### src/rtl/huffman_leaf_state_scanner_pkg.sv
// Shared types and node-word layout for the Huffman tree builder.
// Holds the scanner FSM enum, the node width and field offsets.
package huffman_pkg;

  typedef enum logic [1:0] {
    S_IDLE,
    S_SCAN,
    S_FLUSH,
    S_DONE
  } scan_state_e;

  // Node word, MSB to LSB: id, bit, left, right.
  function automatic int node_w(int id_w, int child_w);
    return id_w + 1 + 2 * child_w;
  endfunction

  localparam int RIGHT_OFF = 0;

  function automatic int left_off(int child_w);
    return child_w;
  endfunction

  function automatic int bit_off(int child_w);
    return 2 * child_w;
  endfunction

  function automatic int id_off(int child_w);
    return 2 * child_w + 1;
  endfunction

endpackage

### src/rtl/huffman_leaf_state_scanner_if.sv
// Scan request/result bundle between node table and scanner.
// start/mode/nodes in; busy/done/state/state_valid out.
interface huffman_leaf_state_scanner_if
  import huffman_pkg::*;
#(
  parameter int NODE_COUNT = 7,
  parameter int ID_W       = 4,
  parameter int CHILD_W    = 4,
  parameter int NUM_STATES = 2
);

  localparam int NODE_W = node_w(ID_W, CHILD_W);

  logic                         start;
  logic                         mode;
  logic [NODE_COUNT*NODE_W-1:0] nodes;
  logic                         busy;
  logic                         done;
  logic [NUM_STATES-1:0]        state;
  logic [NUM_STATES-1:0]        state_valid;

  modport master (
    output start, mode, nodes,
    input  busy, done, state, state_valid
  );

  modport slave (
    input  start, mode, nodes,
    output busy, done, state, state_valid
  );

endinterface

### src/rtl/huffman_node_decode.sv
// Combinational node-word decoder.
// node in; is_leaf (left==right), id, code_bit out.
module huffman_node_decode
  import huffman_pkg::*;
#(
  parameter int ID_W    = 4,
  parameter int CHILD_W = 4
) (
  input  logic [node_w(ID_W, CHILD_W)-1:0] node,
  output logic                             is_leaf,
  output logic [ID_W-1:0]                  id,
  output logic                             code_bit
);

  assign id       = node[id_off(CHILD_W) +: ID_W];
  assign code_bit = node[bit_off(CHILD_W)];
  assign is_leaf  = node[left_off(CHILD_W) +: CHILD_W]
                 == node[RIGHT_OFF +: CHILD_W];

endmodule

### src/rtl/huffman_leaf_state_scanner.sv
// Walks NODE_COUNT node words, latching leaf code bits per symbol.
// Ports: CLK, nRST (sync, active low), bus (slave modport).
module huffman_leaf_state_scanner
  import huffman_pkg::*;
#(
  parameter int NODE_COUNT = 7,
  parameter int ID_W       = 4,
  parameter int CHILD_W    = 4,
  parameter int NUM_STATES = 2
) (
  input logic                         CLK,
  input logic                         nRST,
  huffman_leaf_state_scanner_if.slave bus
);

  localparam int NODE_W = node_w(ID_W, CHILD_W);
  localparam int IDX_W  =
    (NODE_COUNT > 1) ? $clog2(NODE_COUNT) : 1;
  localparam logic [IDX_W-1:0] LAST =
    IDX_W'(NODE_COUNT - 1);

  scan_state_e           fsm;
  logic [IDX_W-1:0]      idx;
  logic [NODE_W-1:0]     cap;
  logic                  cap_vld;
  logic                  busy_q;
  logic                  done_q;
  logic [NUM_STATES-1:0] state_q;
  logic [NUM_STATES-1:0] valid_q;

  logic                  is_leaf;
  logic [ID_W-1:0]       id;
  logic                  code_bit;

  huffman_node_decode #(
    .ID_W    (ID_W),
    .CHILD_W (CHILD_W)
  ) u_dec (
    .node     (cap),
    .is_leaf  (is_leaf),
    .id       (id),
    .code_bit (code_bit)
  );

  always_ff @(posedge CLK) begin
    if (!nRST) begin
      fsm     <= S_IDLE;
      idx     <= '0;
      cap     <= '0;
      cap_vld <= 1'b0;
      busy_q  <= 1'b0;
      done_q  <= 1'b0;
      state_q <= '0;
      valid_q <= '0;
    end else begin
      // Evaluate runs one cycle behind capture; cap_vld
      // marks a captured word not yet evaluated.
      if (cap_vld && is_leaf) begin
        for (int i = 0; i < NUM_STATES; i++) begin
          if (id == ID_W'(i + 1)) begin
            state_q[i] <= code_bit;
            valid_q[i] <= 1'b1;
          end
        end
      end
      unique case (fsm)
        S_IDLE: begin
          if (bus.start) begin
            fsm    <= S_SCAN;
            idx    <= '0;
            busy_q <= 1'b1;
            if (!bus.mode) begin
              state_q <= '0;
              valid_q <= '0;
            end
          end
        end
        S_SCAN: begin
          cap     <= bus.nodes[int'(idx)*NODE_W +: NODE_W];
          cap_vld <= 1'b1;
          idx     <= idx + 1'b1;
          if (idx == LAST) fsm <= S_FLUSH;
        end
        S_FLUSH: begin
          cap_vld <= 1'b0;
          busy_q  <= 1'b0;
          done_q  <= 1'b1;
          fsm     <= S_DONE;
        end
        S_DONE: begin
          done_q <= 1'b0;
          fsm    <= S_IDLE;
        end
        default: fsm <= S_IDLE;
      endcase
    end
  end

  assign bus.busy        = busy_q;
  assign bus.done        = done_q;
  assign bus.state       = state_q;
  assign bus.state_valid = valid_q;

endmodule

### src/flat_wrapper.sv
// flat-port wrapper written by rule: the top's interface ports become plain ports
module huffman_leaf_state_scanner_flat import huffman_pkg::*;
#(
  parameter int NODE_COUNT = 7,
  parameter int ID_W       = 4,
  parameter int CHILD_W    = 4,
  parameter int NUM_STATES = 2
)
  (CLK, nRST, bus_start, bus_mode, bus_nodes, bus_busy, bus_done, bus_state, bus_state_valid);
  huffman_leaf_state_scanner_if #(.NODE_COUNT(NODE_COUNT), .ID_W(ID_W), .CHILD_W(CHILD_W), .NUM_STATES(NUM_STATES)) bus_i ();
  input logic CLK;
  input logic nRST;
  input wire logic [$bits(bus_i.start)-1:0] bus_start;
  input wire logic [$bits(bus_i.mode)-1:0] bus_mode;
  input wire logic [$bits(bus_i.nodes)-1:0] bus_nodes;
  output wire logic [$bits(bus_i.busy)-1:0] bus_busy;
  output wire logic [$bits(bus_i.done)-1:0] bus_done;
  output wire logic [$bits(bus_i.state)-1:0] bus_state;
  output wire logic [$bits(bus_i.state_valid)-1:0] bus_state_valid;
  assign bus_i.start = bus_start;
  assign bus_i.mode = bus_mode;
  assign bus_i.nodes = bus_nodes;
  assign bus_busy = bus_i.busy;
  assign bus_done = bus_i.done;
  assign bus_state = bus_i.state;
  assign bus_state_valid = bus_i.state_valid;
  huffman_leaf_state_scanner #(.NODE_COUNT(NODE_COUNT), .ID_W(ID_W), .CHILD_W(CHILD_W), .NUM_STATES(NUM_STATES)) u_core (.CLK(CLK), .nRST(nRST), .bus(bus_i));
endmodule
### config.mk
export PLATFORM = sky130hd
export DESIGN_NAME = huffman_leaf_state_scanner_flat
export DESIGN_NICKNAME = d
export VERILOG_FILES = /design/src/rtl/huffman_leaf_state_scanner_pkg.sv /design/src/rtl/huffman_leaf_state_scanner_if.sv /design/src/rtl/huffman_node_decode.sv /design/src/rtl/huffman_leaf_state_scanner.sv /design/src/flat_wrapper.sv
export SDC_FILE = /design/constraint.sdc
export NUM_CORES = 1
export LEC_CHECK = 0
export CAP_MARGIN = 0
export CORE_ASPECT_RATIO = 0.5
export CORE_MARGIN = 5
export CORE_UTILIZATION = 42
export CTS_BUF_LIST = sky130_fd_sc_hd__clkbuf_4 sky130_fd_sc_hd__clkbuf_8
export DETAILED_ROUTE_END_ITERATION = 8
export GPL_TIMING_DRIVEN = 1
export PLACE_DENSITY = 0.94
export SETUP_SLACK_MARGIN = 0.3
export SLEW_MARGIN = 20
export SYNTH_ARGS = -nofsm -noshare
export SYNTH_HDL_FRONTEND = slang
export SYNTH_SLANG_ARGS = --single-unit
### constraint.sdc
create_clock -name CLK -period 1.63 [get_ports CLK]
set_input_delay 0.163 -clock CLK [delete_from_list [all_inputs] [get_ports CLK]]
set_output_delay 0.163 -clock CLK [all_outputs]
set_load 0.01 [all_outputs]
### Word-level counts from Yosys, hierarchy flattened

Cells that the tools add are included.

| storage, ports and cells | value |
|---|---|
| flip-flop bits (word level) | 25 |
| bits of input ports | 95 |
| output and inout bits | 6 |

| cells by class | value |
|---|---|
| $add $sub $neg | 1 |
| multipliers | 1 |
| equality and inequality tests | 9 |
| shift operators | 1 |
| mux-type cells | 21 |
| reductions and logical operators | 9 |

Operators with widths:

| operator | number |
|---|---|
| $shiftx A91 B32 Y13 | 1 |
| $mux W2 | 10 |
| $pmux W2 S4 | 1 |
| $reduce_bool A2 Y1 | 4 |
| $mul A3 B4 Y7 const B | 1 |
| $pmux W1 S2 | 3 |
| $pmux W3 S2 | 1 |
| $reduce_and A2 Y1 | 3 |
| $mux W1 | 5 |
| $eq A2 B2 Y1 const B | 2 |
| $eq A4 B1 Y1 const B | 1 |
| $eq A4 B2 Y1 const B | 1 |
| $eq A4 B4 Y1 | 1 |
| $add A3 B1 Y3 const B | 1 |
| $eq A3 B3 Y1 const B | 1 |
| $mux W3 | 1 |
| $eq A2 B1 Y1 const B | 1 |
| $logic_not A2 Y1 | 1 |
| $ne A2 B1 Y1 const B | 1 |
| $ne A2 B2 Y1 const B | 1 |
| $logic_and A1 B1 Y1 | 1 |

### Logic depth before layout (Yosys ltp)

Gate-level depths: netlist of run 1.

| logic depth | value |
|---|---|
| depth after elaboration | 6 |
| mapped depth | 6 |
| gate-level depth less buffers | 6 |

### By module

A second synthesis of run 1 with hierarchy kept.

| second synthesis, totals | value |
|---|---|
| cells, all modules | 211 |
| area total of the unflattened synthesis | 1935.6 um^2 |

By module, submodules not included:

| module | times used | cells an instance | area an instance (um^2) | seq. area each (um^2) |
|---|---|---|---|---|
| huffman_leaf_state_scanner | 1 | 201 | 1850.5 | 500.5 |
| huffman_node_decode | 1 | 10 | 85.1 | 0.0 |

### Least setup slack after synthesis of run 1

OpenSTA, ideal clock, no wires.

| timing | value |
|---|---|
| path type | register to register |
| from | register u_core.idx[1] |
| to | register u_core.cap[1] |
| arrival | 1.315 ns |
| required time | 1.515 ns |
| path slack | 0.200 ns |
| cell stages (with the launch flop) | 7 |
| buffers on the path | 2 |
| period minus slack after synthesis | 1.430 ns |
| path through | dfxtp_1 buf_6 buf_6 mux2_2 o22ai_1 o22ai_1 and2_1 |

| between the ends | value |
|---|---|
| cells in the longest elaborated chain, start to end | 2 |

Ends and longest elaborated chain:

| item | line | RTL |
|---|---|---|
| start: declaration | huffman_leaf_state_scanner.sv:23 | `logic [IDX_W-1:0] idx;` |
| start signal: assignment | huffman_leaf_state_scanner.sv:81 | `idx <= idx + 1'b1;` |
| $mul A3 B4 Y7 | huffman_leaf_state_scanner.sv:79 | `cap <= bus.nodes[int'(idx)*NODE_W +: NODE_W];` |
| $shiftx A91 B32 Y13 | huffman_leaf_state_scanner.sv:79 |  |
| end signal: assignment | huffman_leaf_state_scanner.sv:79 |  |
| end: declaration | huffman_leaf_state_scanner.sv:24 | `logic [NODE_W-1:0] cap;` |

Every way passes these cells.
A chain may end at the register's enable or synchronous reset.

### Worst setup path in the final report of run 1

Ends and elaborated chain as after synthesis.

==> summary.md, run 1 <==
| Metric | Value |
|---|---|
| Register area share after synthesis | `24.5%` |
| Number of vias per cell | `5.95` |
| Initial core utilization | `44.9%` |
| Worst-path fanout max | `8` |
| Routability-driven placement congestion ratio | `0.863` |
| DRC | `0` |
| Crit path DAT | `1820 ps` |
| Syn_area_per_cell | `9.46 um^2` |
| DP HPWL | `5290 um` |
| Clk_lat worst skew | `280 ps` |
| Seq cells post-synth | `25` |
| Reg clk slew, reported paths | `100 ps` |
| Deepest clock path buffer count | `2` |
| Final period utilization | `101%` |
| Post-route ant nets | `0` |
| GRT Total Usage | `24.8%` |
| Netlist cell types | `35` |
| 1st-pass router iterations | `5` |
| Final WS setup | `-15.3 ps` |
| Tmin final | `1650 ps` |
| Post-synth top area share | `24.5%` |
| DIE WIDTH | `109 um` |
| Top post-synthesis cells by area | `dfxtp_1 24%, mux2_4 13%, o22ai_1 8.0%` |
| Share of synthesized registers carrying an async set or reset | `0%` |
| Worst VDD drop | `0.871 mV` |
| Total count of max-transition violations in the final report | `0` |
| Inserted Diodes | `0` |
| Post-Synthesis Cells | `216` |
| Num ports | `101` |
| Lkg Pwr | `1.34 nW` |
| Synth area leader | `dfxtp_1` |
| Netlist Area Pre-Place | `0.00204 mm^2` |
| Initial antenna violation count | `0` |
| Die height | `59.3 um` |
| 1st-iter DRT viols | `281` |
| Max Clock Freq | `0.608 GHz` |
| Share of layout cells above drive strength 1 | `28.7%` |
| RSZ-0062 raised after global routing | `yes` |
| Final hold violations | `0` |
| CTS tree | `built` |
| Post-Place Worst Slack | `77.4 ps` |
| CP Capture Type | `flip-flop` |
| R2R Setup Slk | `-20 ps` |
| YS warnings | `0` |
| Max cap viols | `0` |
| Most used DFF post-synth | `dfxtp_1` |
| Worst Hold Class | `flip-flop to flip-flop` |
| Clock sinks | `25` |
| Most frequent cells in the layout | `94 x clkdlybuf4s50_1, 22 x o22ai_1, 19 x mux2_4, 19 x dfxtp_1, 15 x nor2b_1` |
| Input/output buffers | `100` |
| Status | `finished with violations` |
| Pwr Density | `975 mW/mm^2` |
| CP startpoint kind | `flip-flop` |
| Core area | `0.00455 mm^2` |
| TritonCTS buffer count | `3` |
| WS Path Type | `flip-flop to flip-flop` |
| Root Buffer | `clkbuf_8` |
| WP data required | `1800 ps` |
| Largest net degree at the start of global routing | `30` |
| Post-layout util | `78.3%` |
| Die area | `0.00644 mm^2` |
| Most common cell after layout, fill and taps aside | `clkdlybuf4s50_1` |
| Slew margin rel. | `72.4%` |
| Final setup fails | `1` |
| Slew @ Worst Pin | `414 ps` |
| Failing checks | `negative setup slack` |
| First-pass GRT wire length | `12300 um` |
| DR vias | `2340` |
| CTS Hold Bufs | `0` |
| P&R area growth vs syn | `74.4%` |
| Final WL | `9250 um` |
| Global route total overflow | `0` |
| Vias in the first global route | `2435` |
| Fin Clk Skew | `3.48 ps` |
| Post-layout net count | `429` |
| EDFF count, synth | `0` |
| Mapped Nets | `317` |
| Rows | `17` |
| DR WL/cell | `23.5 um` |
| H-tree depth | `1` |
## flip-flops by register name, indices dropped and copies added, names as in the netlist
| register | count |
|---|---|
| u_core.bus.busy | 1 |
| u_core.bus.done | 1 |
| u_core.bus.state | 2 |
| u_core.bus.state_valid | 2 |
| u_core.cap | 13 |
| u_core.cap_vld | 1 |
| u_core.fsm | 2 |
| u_core.idx | 3 |
## final timing paths
check                 startpoint                  end  depth (start not counted)
min reg2reg  u_core.bus.state[1]  u_core.bus.state[1]                          2
min          u_core.bus.state[1]  u_core.bus.state[1]                          2
max                u_core.idx[1]        u_core.cap[1]                          5
max reg2reg        u_core.idx[1]        u_core.cap[1]                          5
## stage by stage
stage	hold slack [ps]	instance area [um^2]	setup TNS, ps	total power [mW]	cells
after floorplan	327	2080	0	1.93	216
after global placement	450	3140	0	2.39	375
after detailed placement	462	3140	0	2.47	375
after CTS	473	3330	0	3.02	385
after global routing	497	3560	-50.3	3.64	393
final	469	3560	-15.3	3.47	393
## per-layer routing
layer	routed length (um)	share of wire [%]	GRT usage, %
met5	0	0	0
met1	3320	36	25.2
met2	4720	51	49.4
met4	465	5.0	12.4
met3	742	8.0	4.46
## worst max-delay path, stage by stage (launching register included)
cell and delay, ps:
dfxtp_4 470, buf_12 160, mux2_1 340, o22ai_1 200, o22ai_1 140, and2_1 220
## power breakdown
| group | internal (mW) | switching, mW |
|---|---|---|
| sequential | 0.778 | 0.164 |
| combinational | 1.11 | 1.01 |
| clock | 0.174 | 0.235 |
## timing repair
item                                    4_1_cts  5_1_grt
pin swaps                                     3        6
buffers inserted                              4        4
endpoints found under the setup margin       24       24
resized for setup                            22       19
gates cloned                                  2        4
## cells in the mapped netlist (3+ instances only)
library cell,n
xnor2_1,4
o221ai_2,5
nor2b_1,16
o21a_1,3
inv_1,15
nand2_1,10
mux2_2,12
o221ai_1,8
buf_2,8
o22ai_1,26
buf_6,3
and2_1,14
ha_1,6
nor2_1,3
mux2_1,9
mux2_4,18
nand2b_1,5
dfxtp_1,25
a21boi_1,3
## final cells by class
| cell class | count | area [um^2] |
|---|---|---|
| Tap cell | 66 | 82.6 |
| Sequential cell | 25 | 510 |
| Clock inverter | 1 | 7.51 |
| Clock buffer | 3 | 41.3 |
| Inverter | 16 | 60.1 |
| Multi-Input combinational cell | 160 | 1530 |
| Timing Repair Buffer | 122 | 1340 |
| Fill cell | 261 | 988 |
## kinds of logic after synthesis
family                   after synthesis  synth area share (%)
AO/OA/AOI/OAI                         54                  20.3
XOR/XNOR                               4                  1.71
adder cells (fa/ha/maj)                6                  3.67
buffers and inverters                 31                  8.88
flip-flops                            25                  24.5
multiplexers                          41                  25.8
AND/OR/NAND/NOR                       55                  15.2
Note: power is estimated with default switching activity, not from simulation.
==> run 2, diff against run 1 <==
--- a/config.mk
+++ b/config.mk
@@ -10,8 +10,10 @@
 export CORE_MARGIN = 5
 export CORE_UTILIZATION = 42
 export CTS_BUF_LIST = sky130_fd_sc_hd__clkbuf_4 sky130_fd_sc_hd__clkbuf_8
+export CTS_CLUSTER_SIZE = 8
 export DETAILED_ROUTE_END_ITERATION = 8
 export GPL_TIMING_DRIVEN = 1
+export HOLD_SLACK_MARGIN = 0.15
 export PLACE_DENSITY = 0.94
 export SETUP_SLACK_MARGIN = 0.3
 export SLEW_MARGIN = 20
==> results of run 2 <==
Final layout, timing and power as in run 1 (identical DEF).
